### config.mk
export PLATFORM = sky130hd
export DESIGN_NAME = mercury2_dac_scheduler
export DESIGN_NICKNAME = d
export VERILOG_FILES = /design/src/rtl/mercury2_dac_scheduler_pkg.sv /design/src/rtl/mercury2_dac_scheduler_if.sv /design/src/rtl/mercury2_dac_scheduler_pend_buf.sv /design/src/rtl/mercury2_dac_scheduler.sv
export SDC_FILE = /design/constraint.sdc
export NUM_CORES = 1
export LEC_CHECK = 0
export ABC_AREA = 1
export BUFFER_PORTS_ARGS = -buffer_cell sky130_fd_sc_hd__clkbuf_2
export CAP_MARGIN = 5
export CELL_PAD_IN_SITES_DETAIL_PLACEMENT = 2
export CELL_PAD_IN_SITES_GLOBAL_PLACEMENT = 2
export CORE_AREA = 2 2 67 116
export CTS_CLUSTER_DIAMETER = 80
export CTS_CLUSTER_SIZE = 40
export DETAILED_ROUTE_END_ITERATION = 16
export DIE_AREA = 0 0 69 118
export PLACE_DENSITY_LB_ADDON = 0.1
export SYNTH_ARGS = -nofsm -noshare
export SYNTH_HDL_FRONTEND = slang
export SYNTH_HIERARCHICAL = 1
export SYNTH_SLANG_ARGS = --single-unit
### constraint.sdc
create_clock -name clk_50MHZ -period 4.65 [get_ports clk_50MHZ]
set_clock_uncertainty 0.15 [all_clocks]
set_input_delay 0.2325 -clock clk_50MHZ [delete_from_list [all_inputs] [get_ports clk_50MHZ]]
set_output_delay 0.2325 -clock clk_50MHZ [all_outputs]
set_load 0.005 [all_outputs]
### src/rtl/mercury2_dac_scheduler_pkg.sv
// Shared types and constants for the Mercury2 DAC scheduler (package merc2_dac_pkg).
package merc2_dac_pkg;

  localparam int DAC_DATA_W = 10;

  localparam logic CH_A = 1'b0;
  localparam logic CH_B = 1'b1;

  typedef enum logic [1:0] {
    IDLE   = 2'd0,
    START  = 2'd1,
    SETTLE = 2'd2
  } sched_state_e;

endpackage

### src/rtl/mercury2_dac_scheduler_if.sv
// Requester write port bundle: one requester feeding one pending buffer.
// Handshake: wr is a one-cycle load strobe with din valid alongside it; there is no ready,
// the buffer always accepts, and pend reports that an unissued value is held.
interface mercury2_dac_scheduler_if;
  import merc2_dac_pkg::*;

  logic                  wr;
  logic [DAC_DATA_W-1:0] din;
  logic                  pend;

  modport master (output wr, output din, input pend);
  modport slave  (input wr, input din, output pend);

endinterface

### src/rtl/mercury2_dac_scheduler_pend_buf.sv
// Single-channel pending value register with load / issue / overflow handling.
// MERC2_DAC_SCHED_COALESCE_EN: a write onto a held value replaces it instead of being dropped.
module dac_pend_buf
  import merc2_dac_pkg::*;
(
  input  logic                    clk,
  input  logic                    reset,
  mercury2_dac_scheduler_if.slave wr_if,
  input  logic                    issue,
  output logic [DAC_DATA_W-1:0]   value,
  output logic                    overflow
);

  logic                  pend_q, pend_d;
  logic [DAC_DATA_W-1:0] value_q, value_d;

  always_comb begin
    pend_d   = pend_q;
    value_d  = value_q;
    overflow = 1'b0;
    if (issue) pend_d = 1'b0;
    if (wr_if.wr) begin
      // The slot is free if empty or being drained this very cycle.
      if (!pend_q || issue) begin
        value_d = wr_if.din;
        pend_d  = 1'b1;
      end else begin
`ifdef MERC2_DAC_SCHED_COALESCE_EN
        value_d = wr_if.din;
`else
        overflow = 1'b1;
`endif
      end
    end
  end

  always_ff @(posedge clk) begin
    if (reset) begin
      pend_q  <= 1'b0;
      value_q <= '0;
    end else begin
      pend_q  <= pend_d;
      value_q <= value_d;
    end
  end

  assign wr_if.pend = pend_q;
  assign value      = value_q;

endmodule

### src/rtl/mercury2_dac_scheduler.sv
// Round-robin sharing of the two-channel Mercury2 DAC wrapper between requesters A and B.
// Optional MERC2_DAC_SCHED_COALESCE_EN selects latest-wins pending writes (see dac_pend_buf).
module mercury2_dac_scheduler
  import merc2_dac_pkg::*;
#(
  parameter int BusyStartTimeout = 8,
  parameter int TimeoutWidth     = 4
) (
  input  logic                  clk_50MHZ,
  input  logic                  reset,
  input  logic                  wr_a,
  input  logic [DAC_DATA_W-1:0] din_a,
  input  logic                  wr_b,
  input  logic [DAC_DATA_W-1:0] din_b,
  input  logic                  clear_err,
  output logic                  pend_a,
  output logic                  pend_b,
  output logic                  dac_trigger,
  output logic                  dac_channel,
  output logic [DAC_DATA_W-1:0] dac_din,
  input  logic                  dac_busy,
  output logic                  done,
  output logic                  done_channel,
  output logic                  overflow_err,
  output logic                  timeout_err
);

  localparam logic [TimeoutWidth-1:0] CNT_LAST = TimeoutWidth'(BusyStartTimeout - 1);

  mercury2_dac_scheduler_if buf_a_if ();
  mercury2_dac_scheduler_if buf_b_if ();

  logic [DAC_DATA_W-1:0] val_a, val_b;
  logic                  ov_a, ov_b;
  logic                  issue_a, issue_b, sel_b, timeout_ev;

  assign buf_a_if.wr  = wr_a;
  assign buf_a_if.din = din_a;
  assign buf_b_if.wr  = wr_b;
  assign buf_b_if.din = din_b;
  assign pend_a       = buf_a_if.pend;
  assign pend_b       = buf_b_if.pend;

  dac_pend_buf u_buf_a (
    .clk(clk_50MHZ), .reset(reset), .wr_if(buf_a_if.slave),
    .issue(issue_a), .value(val_a), .overflow(ov_a)
  );

  dac_pend_buf u_buf_b (
    .clk(clk_50MHZ), .reset(reset), .wr_if(buf_b_if.slave),
    .issue(issue_b), .value(val_b), .overflow(ov_b)
  );

  sched_state_e          state_q, state_d;
  logic                  last_q, last_d;
  logic                  trig_q, trig_d;
  logic                  ch_q, ch_d;
  logic [DAC_DATA_W-1:0] din_q, din_d;
  logic                  done_q, done_d;
  logic                  done_ch_q, done_ch_d;
  logic [TimeoutWidth-1:0] cnt_q, cnt_d;
  logic                  ovf_err_q, ovf_err_d;
  logic                  to_err_q, to_err_d;

  always_comb begin
    state_d    = state_q;
    last_d     = last_q;
    trig_d     = 1'b0;
    ch_d       = ch_q;
    din_d      = din_q;
    done_d     = 1'b0;
    done_ch_d  = done_ch_q;
    cnt_d      = cnt_q;
    issue_a    = 1'b0;
    issue_b    = 1'b0;
    sel_b      = 1'b0;
    timeout_ev = 1'b0;
    case (state_q)
      IDLE: begin
        // A Busy still high from any source holds off the next issue.
        if (!dac_busy && (pend_a || pend_b)) begin
          sel_b   = (pend_a && pend_b) ? (last_q == CH_A) : pend_b;
          ch_d    = sel_b ? CH_B : CH_A;
          din_d   = sel_b ? val_b : val_a;
          issue_a = !sel_b;
          issue_b = sel_b;
          last_d  = ch_d;
          cnt_d   = '0;
          trig_d  = 1'b1;
          state_d = START;
        end
      end
      START: begin
        if (dac_busy) begin
          state_d = SETTLE;
        end else if (cnt_q == CNT_LAST) begin
          timeout_ev = 1'b1;
          done_d     = 1'b1;
          done_ch_d  = ch_q;
          state_d    = IDLE;
        end else begin
          cnt_d = cnt_q + 1'b1;
        end
      end
      SETTLE: begin
        if (!dac_busy) begin
          done_d    = 1'b1;
          done_ch_d = ch_q;
          state_d   = IDLE;
        end
      end
      default: state_d = IDLE;
    endcase
    // A new error event outranks a simultaneous clear.
    ovf_err_d = (ov_a | ov_b) | (ovf_err_q & ~clear_err);
    to_err_d  = timeout_ev | (to_err_q & ~clear_err);
  end

  always_ff @(posedge clk_50MHZ) begin
    if (reset) begin
      state_q   <= IDLE;
      last_q    <= CH_B;
      trig_q    <= 1'b0;
      ch_q      <= CH_A;
      din_q     <= '0;
      done_q    <= 1'b0;
      done_ch_q <= 1'b0;
      cnt_q     <= '0;
      ovf_err_q <= 1'b0;
      to_err_q  <= 1'b0;
    end else begin
      state_q   <= state_d;
      last_q    <= last_d;
      trig_q    <= trig_d;
      ch_q      <= ch_d;
      din_q     <= din_d;
      done_q    <= done_d;
      done_ch_q <= done_ch_d;
      cnt_q     <= cnt_d;
      ovf_err_q <= ovf_err_d;
      to_err_q  <= to_err_d;
    end
  end

  assign dac_trigger  = trig_q;
  assign dac_channel  = ch_q;
  assign dac_din      = din_q;
  assign done         = done_q;
  assign done_channel = done_ch_q;
  assign overflow_err = ovf_err_q;
  assign timeout_err  = to_err_q;

endmodule
== Yosys cells after proc, flatten, opt, wreduce, memory -nomap -nowiden ==
Cells that the tools add are included.
W data, S select, Z words.
Storage, ports and cells
  register bits after elaboration: 45
  latch bits: 0
  RAM bits: 0
  bits in read-only memories: 0
  output and inout bits: 18
  word-level logic and storage cells: 87
  memories: 0
Operators by class
  $add $sub $neg: 1
  multipliers: 0
  div/mod/pow operators: 0
  order comparisons: 0
  eq/ne operators: 9
  shifts and indexed selects: 0
  multiplexer cells: 36
  bitwise operators: 8
  reductions and logical operators: 19
Operators by type and width (number)
  $mux W1: 24
  $mux W4: 3
  $mux W10: 1
  $ne A2 B2 Y1 const B: 5
  $mux W2: 4
  $pmux W4 S2: 1
  $reduce_and A4 Y1: 2
  $pmux W2 S3: 1
  $reduce_and A2 Y1: 3
  $add A4 B1 Y4 const B: 1
  $eq A4 B3 Y1 const B: 1
  $logic_not A1 Y1: 4
  $pmux W1 S2: 2
  $reduce_bool A2 Y1: 2
  $logic_or A1 B1 Y1: 3
  $ne A3 B3 Y1 const B: 1
  $not A1 Y1: 3
  $or A1 B1 Y1: 3
  $reduce_and A3 Y1: 1
  $and A1 B1 Y1: 2
  $eq A2 B1 Y1 const B: 1
  $eq A2 B2 Y1 const B: 1
  $logic_and A1 B1 Y1: 2
  $logic_not A2 Y1: 1
  $reduce_or A2 Y1: 1

== Logic depth before layout (Yosys ltp) ==
  depth after elaboration: 10
  gate-level depth with buffers: 13
  depth with buffers taken out: 11

== By module ==
Netlist, hierarchy kept.
By module, submodules not included
  mercury2_dac_scheduler: times used 1, cells an instance 174, area an instance 1247.4 sq um, seq. area each 460.4 sq um
  dac_pend_buf: times used 2, cells an instance 71, area an instance 570.5 sq um, seq. area each 220.2 sq um

== Worst setup path before layout ==
Ideal clock, no wire load.
  path type: flip-flop to flip-flop
  start: reg state_q[0]
  end: reg ovf_err_q (netlist: overflow_err)
  library setup time: 0.124 ns
  arrival: 1.495 ns
  data required time: 4.376 ns
  path slack: 2.881 ns
  stages on the path, launching flop included: 14
  path buffers: 2
  path through: dfxtp_1 > inv_1 > ha_1 > inv_2 > nor2_4 > buf_6 > nand2_1 > inv_1 > inv_1 > nand2_2 > buf_6 > nor2_1 > nor2_1 > a21oi_1
Between the ends
  longest elaborated chain between the ends: 7
  elaborated cells on any way between the ends: 11
  those cells by class: mux: 6; bitwise: 2; reduce/logical: 3
Ends and longest elaborated chain
  start, declared: RTL line mercury2_dac_scheduler.sv:54  | sched_state_e state_q, state_d;
  start signal, assigned: RTL line mercury2_dac_scheduler.sv:132  | state_q <= state_d;
  $logic_not A2 Y1: RTL line mercury2_dac_scheduler.sv:78  | case (state_q)
  $mux W1: RTL line mercury2_dac_scheduler.sv:78
  net issue_b: RTL line mercury2_dac_scheduler.sv:35  | logic issue_a, issue_b, sel_b, timeout_ev;
  $logic_or A1 B1 Y1: RTL line mercury2_dac_scheduler_pend_buf.sv:24  | if (!pend_q || issue) begin
  $mux W1: RTL line mercury2_dac_scheduler_pend_buf.sv:24
  $mux W1: RTL line mercury2_dac_scheduler_pend_buf.sv:22  | if (wr_if.wr) begin
  net ov_b: RTL line mercury2_dac_scheduler.sv:34  | logic ov_a, ov_b;
  $or A1 B1 Y1 (2 in series): RTL line mercury2_dac_scheduler.sv:115  | ovf_err_d = (ov_a | ov_b) | (ovf_err_q & ~clear_err);
  end signal, assigned: RTL line mercury2_dac_scheduler.sv:140  | ovf_err_q <= ovf_err_d;
  end, declared: RTL line mercury2_dac_scheduler.sv:62  | logic ovf_err_q, ovf_err_d;
The timed path passes the listed nets, and every way through them passes these cells.
A chain may end at the register's enable or synchronous reset.

== Worst setup path in the final report ==
  start: reg state_q[0]
  end: reg ovf_err_q (netlist: overflow_err)
Between the ends
  longest elaborated chain between the ends: 7
  elaborated cells on any way between the ends: 11
  those cells by class: mux: 6; bitwise: 2; reduce/logical: 3
Ends and longest elaborated chain (RTL line)
  $logic_not A2 Y1: mercury2_dac_scheduler.sv:78
  $mux W1: mercury2_dac_scheduler.sv:78
  net issue_a: mercury2_dac_scheduler.sv:35
  $logic_or A1 B1 Y1: mercury2_dac_scheduler_pend_buf.sv:24
  $mux W1: mercury2_dac_scheduler_pend_buf.sv:24
  $mux W1: mercury2_dac_scheduler_pend_buf.sv:22
  net ov_a: mercury2_dac_scheduler.sv:34
  $or A1 B1 Y1 (2 in series): mercury2_dac_scheduler.sv:115
The timed path passes the listed nets, and every way through them passes these cells.

==> impl_metrics.yaml <==
synth:
  netlist_area_um2: 2390
  ys_async_sr_fraction_pct: 0
  synth-seq-cells: 45
  post_synth_main_area_contributors: "sky130_fd_sc_hd__dfxtp_1 38%, sky130_fd_sc_hd__nand2_1 14%, sky130_fd_sc_hd__nand3_2 7.1%, sky130_fd_sc_hd__a21oi_1 5.9%, sky130_fd_sc_hd__nor2_2 5.5%"
  sequential_fraction_of_the_synthesis_area_pct: 37.7
  ys_dominant_reg_cell: "sky130_fd_sc_hd__dfxtp_1"
  post-synth-top-area-cell: "sky130_fd_sc_hd__dfxtp_1"
  synth_area_per_cell_um2: 7.56
  synthDistinctLibCells: 25
  netlist_instances: 316
  yosys_warnings: 6
  netlist_top_cells_count: "87 x sky130_fd_sc_hd__nand2_1, 45 x sky130_fd_sc_hd__dfxtp_1, 34 x sky130_fd_sc_hd__inv_1, 28 x sky130_fd_sc_hd__a21oi_1, 21 x sky130_fd_sc_hd__nor2_2"
  synth_edf_count: 0
  synthDominantCellAreaShare_pct: 37.7
  post-synth-top-count-cell: "sky130_fd_sc_hd__nand2_1"
  syn-num-nets: 346
timing:
  slew_headroom_pct: 58.7
  worst-slew-pin-transition_ns: 0.619
  unrepaired_setup_endpoints_after_global_routing: "false"
  hold_viol_final: 0
  timing.hold.ws_ns: 0.0687
  setup-tns-final_ns: 0
  setup_violations: 0
  final_period_minus_worst_setup_slack_ns: 2.45
  timing.final.crit_share_pct: 52.8
  slew_violations: 0
  fmax_mhz: 407
global_route:
  gr-total-overflow: 0
  largest_net_degree_at_the_start_of_global_routing: 23
  grt_antenna_before_repair: 0
  grt_pass1_wl_mm: 10.8
  groute.usage.overall_pct: 16.7
  grt_pass1_vias: 2195
floorplanning:
  ios: 44
  num_rows: 41
  placeableCoreArea_um2: 7180
  die_footprint_um2: 8140
  floorplan.die.height_um: 118
  die_x_um: 69
  initial_utilization_pct: 33.3
place:
  post_dp_cell_area_um2: 2570
  port-buffer-count: 43
  place_hpwl_mm: 4.92
  gpl.final_weighted_congestion: 0.814
setup_path:
  worstSetupStartpointType: "flip-flop"
  crit_path_max_fanout: 22
  cp_data_arrival_time_ns: 2.45
  timing.critical_path.required_ns: 4.65
  critical_path_class: "reg -> reg"
  setup.worst_path.end_class: "flip-flop"
drt:
  routed_via_density: 4.72
  postRouteWirelength_mm: 6.35
  antenna_left: 0
  drt_first_pass_iters: 4
  drc_errors: 0
  routedWlPerCell_um: 14.5
  drt-initial-drc-count: 65
  routed-via-count: 2070
cells_and_area:
  drive_gt1_share_pct: 34.0
  synthToLayoutAreaGrowth_pct: 13.6
  n_antenna_cell: 0
  finalNetCount: 382
  finish.instance_area_um2: 2710
  register_area_um2: 901
  final_core_utilization_pct: 37.8
  total_area_of_multi_input_combinational_cells_um2: 1190
  filler_cells: 896
cts:
  tritoncts.num_buffers: 5
  post-cts-setup-buffers: 0
  clockRootBuffer: "sky130_fd_sc_hd__clkbuf_16"
  ctsHtreeMaxLevel: 2
  cts_repair_resize_count: 0
  insertion_delay_ns: 0.29
  hold_fix_buffers_cts: 0
  tritoncts: "yes"
  cts.sink_count: 45
  cts_max_path_buffers: 2
  clk_pin_slew_ns: 0.06
run_status:
  outcome: "finished, final reports clean"
worst_hold_path:
  timing.hold.worst.class: "in -> reg"
pwr:
  totalPowerFinal_w: 0.00105
  power_leakage_nw: 1.26
  p_per_area_nw_per_um2: 386
  ir_drop_uv: 191
job:
  number_of_maximum_capacitance_constraint_violations: 0
[routing by layer]
metal / GRT usage [%] / part of all wire, % / up-vias
met3: 2.57 / 2.6 / 6
met2: 32.1 / 57 / 32
li1: - / - / 1052
met1: 18.0 / 39 / 980
met5: 0 / 0 / -
met4: 5.51 / 1.6 / 0
[critical path, stage by stage, from the launching register on]
cell and delay, ns:
sky130_fd_sc_hd__dfxtp_1 0.31, sky130_fd_sc_hd__inv_1 0.10, sky130_fd_sc_hd__ha_1 0.32, sky130_fd_sc_hd__inv_2 0.08, sky130_fd_sc_hd__nor2_4 0.30, sky130_fd_sc_hd__inv_4 0.16
sky130_fd_sc_hd__nor2_1 0.17, sky130_fd_sc_hd__inv_1 0.07, sky130_fd_sc_hd__nand2_2 0.39, sky130_fd_sc_hd__nor2_1 0.08, sky130_fd_sc_hd__nor2_1 0.11, sky130_fd_sc_hd__a21oi_1 0.08
[layout make-up]
class / count / share of cell area, %
clock inverters: 1 / 0.277
clock buffers: 7 / 4.89
repair buffers: 43 / 7.93
inverters: 40 / 5.67
multi-input cells: 217 / 44.0
flip-flops and latches: 45 / 33.2
well taps: 86 / 3.97
[logic make-up (layout without fill, tap and decap cells)]
kind of cell,count (synthesis),in the layout,share of synthesized area [%]
compound gates,45,45,11.9
xor+xnor,1,1,0.367
fa+ha+maj,4,4,2.10
buf+inv,54,91,12.3
flops,45,45,37.7
simple gates,167,167,35.7
[metrics by stage]
| stage | std cells | setup slack [ns] |
|---|---|---|
| 3_5_place_dp | 431 | 2.19 |
| 6_report | 439 | 2.20 |
| 4_1_cts | 439 | 2.15 |
| 5_1_grt | 439 | 1.96 |
| 3_3_place_gp | 431 | 2.22 |
| 2_1_floorplan | 316 | 2.88 |
[state kept, by name (all words and copies together) (netlist names)]
signal / cells
dac_din: 10
u_buf_a/value: 10
u_buf_b/value: 10
cnt_q: 4
state_q: 2
dac_channel: 1
dac_trigger: 1
done: 1
done_channel: 1
last_q: 1
overflow_err: 1
timeout_err: 1
u_buf_a/wr_if.pend: 1
u_buf_b/wr_if.pend: 1
[path summary, 6_finish.rpt]
kind,from,endpoint,slack (ns),cells past startpoint
hold / removal,clear_err,timeout_err,0.07,4
setup / recovery,state_q[0],overflow_err,2.20,11
setup reg to reg,state_q[0],overflow_err,2.20,11
hold reg to reg,done_channel,done_channel,0.31,2
[cell usage in the layout (no fill, tap or decap), drive strengths merged]
master	count
a21oi	40
clkbuf	50
clkinv	3
clkinvlp	1
dfxtp	45
ha	4
inv	37
nand2	101
nand3	28
nand4	1
nor2	37
o21ai	4
o21bai	1
xnor2	1
[power breakdown]
group	switching [W]	internal (W)	total, W
registers	0.0000249	0.000421	0.000446
logic	0.000166	0.0000866	0.000252
clock network	0.000149	0.000200	0.000349
Note: power is estimated with default switching activity, not from simulation.
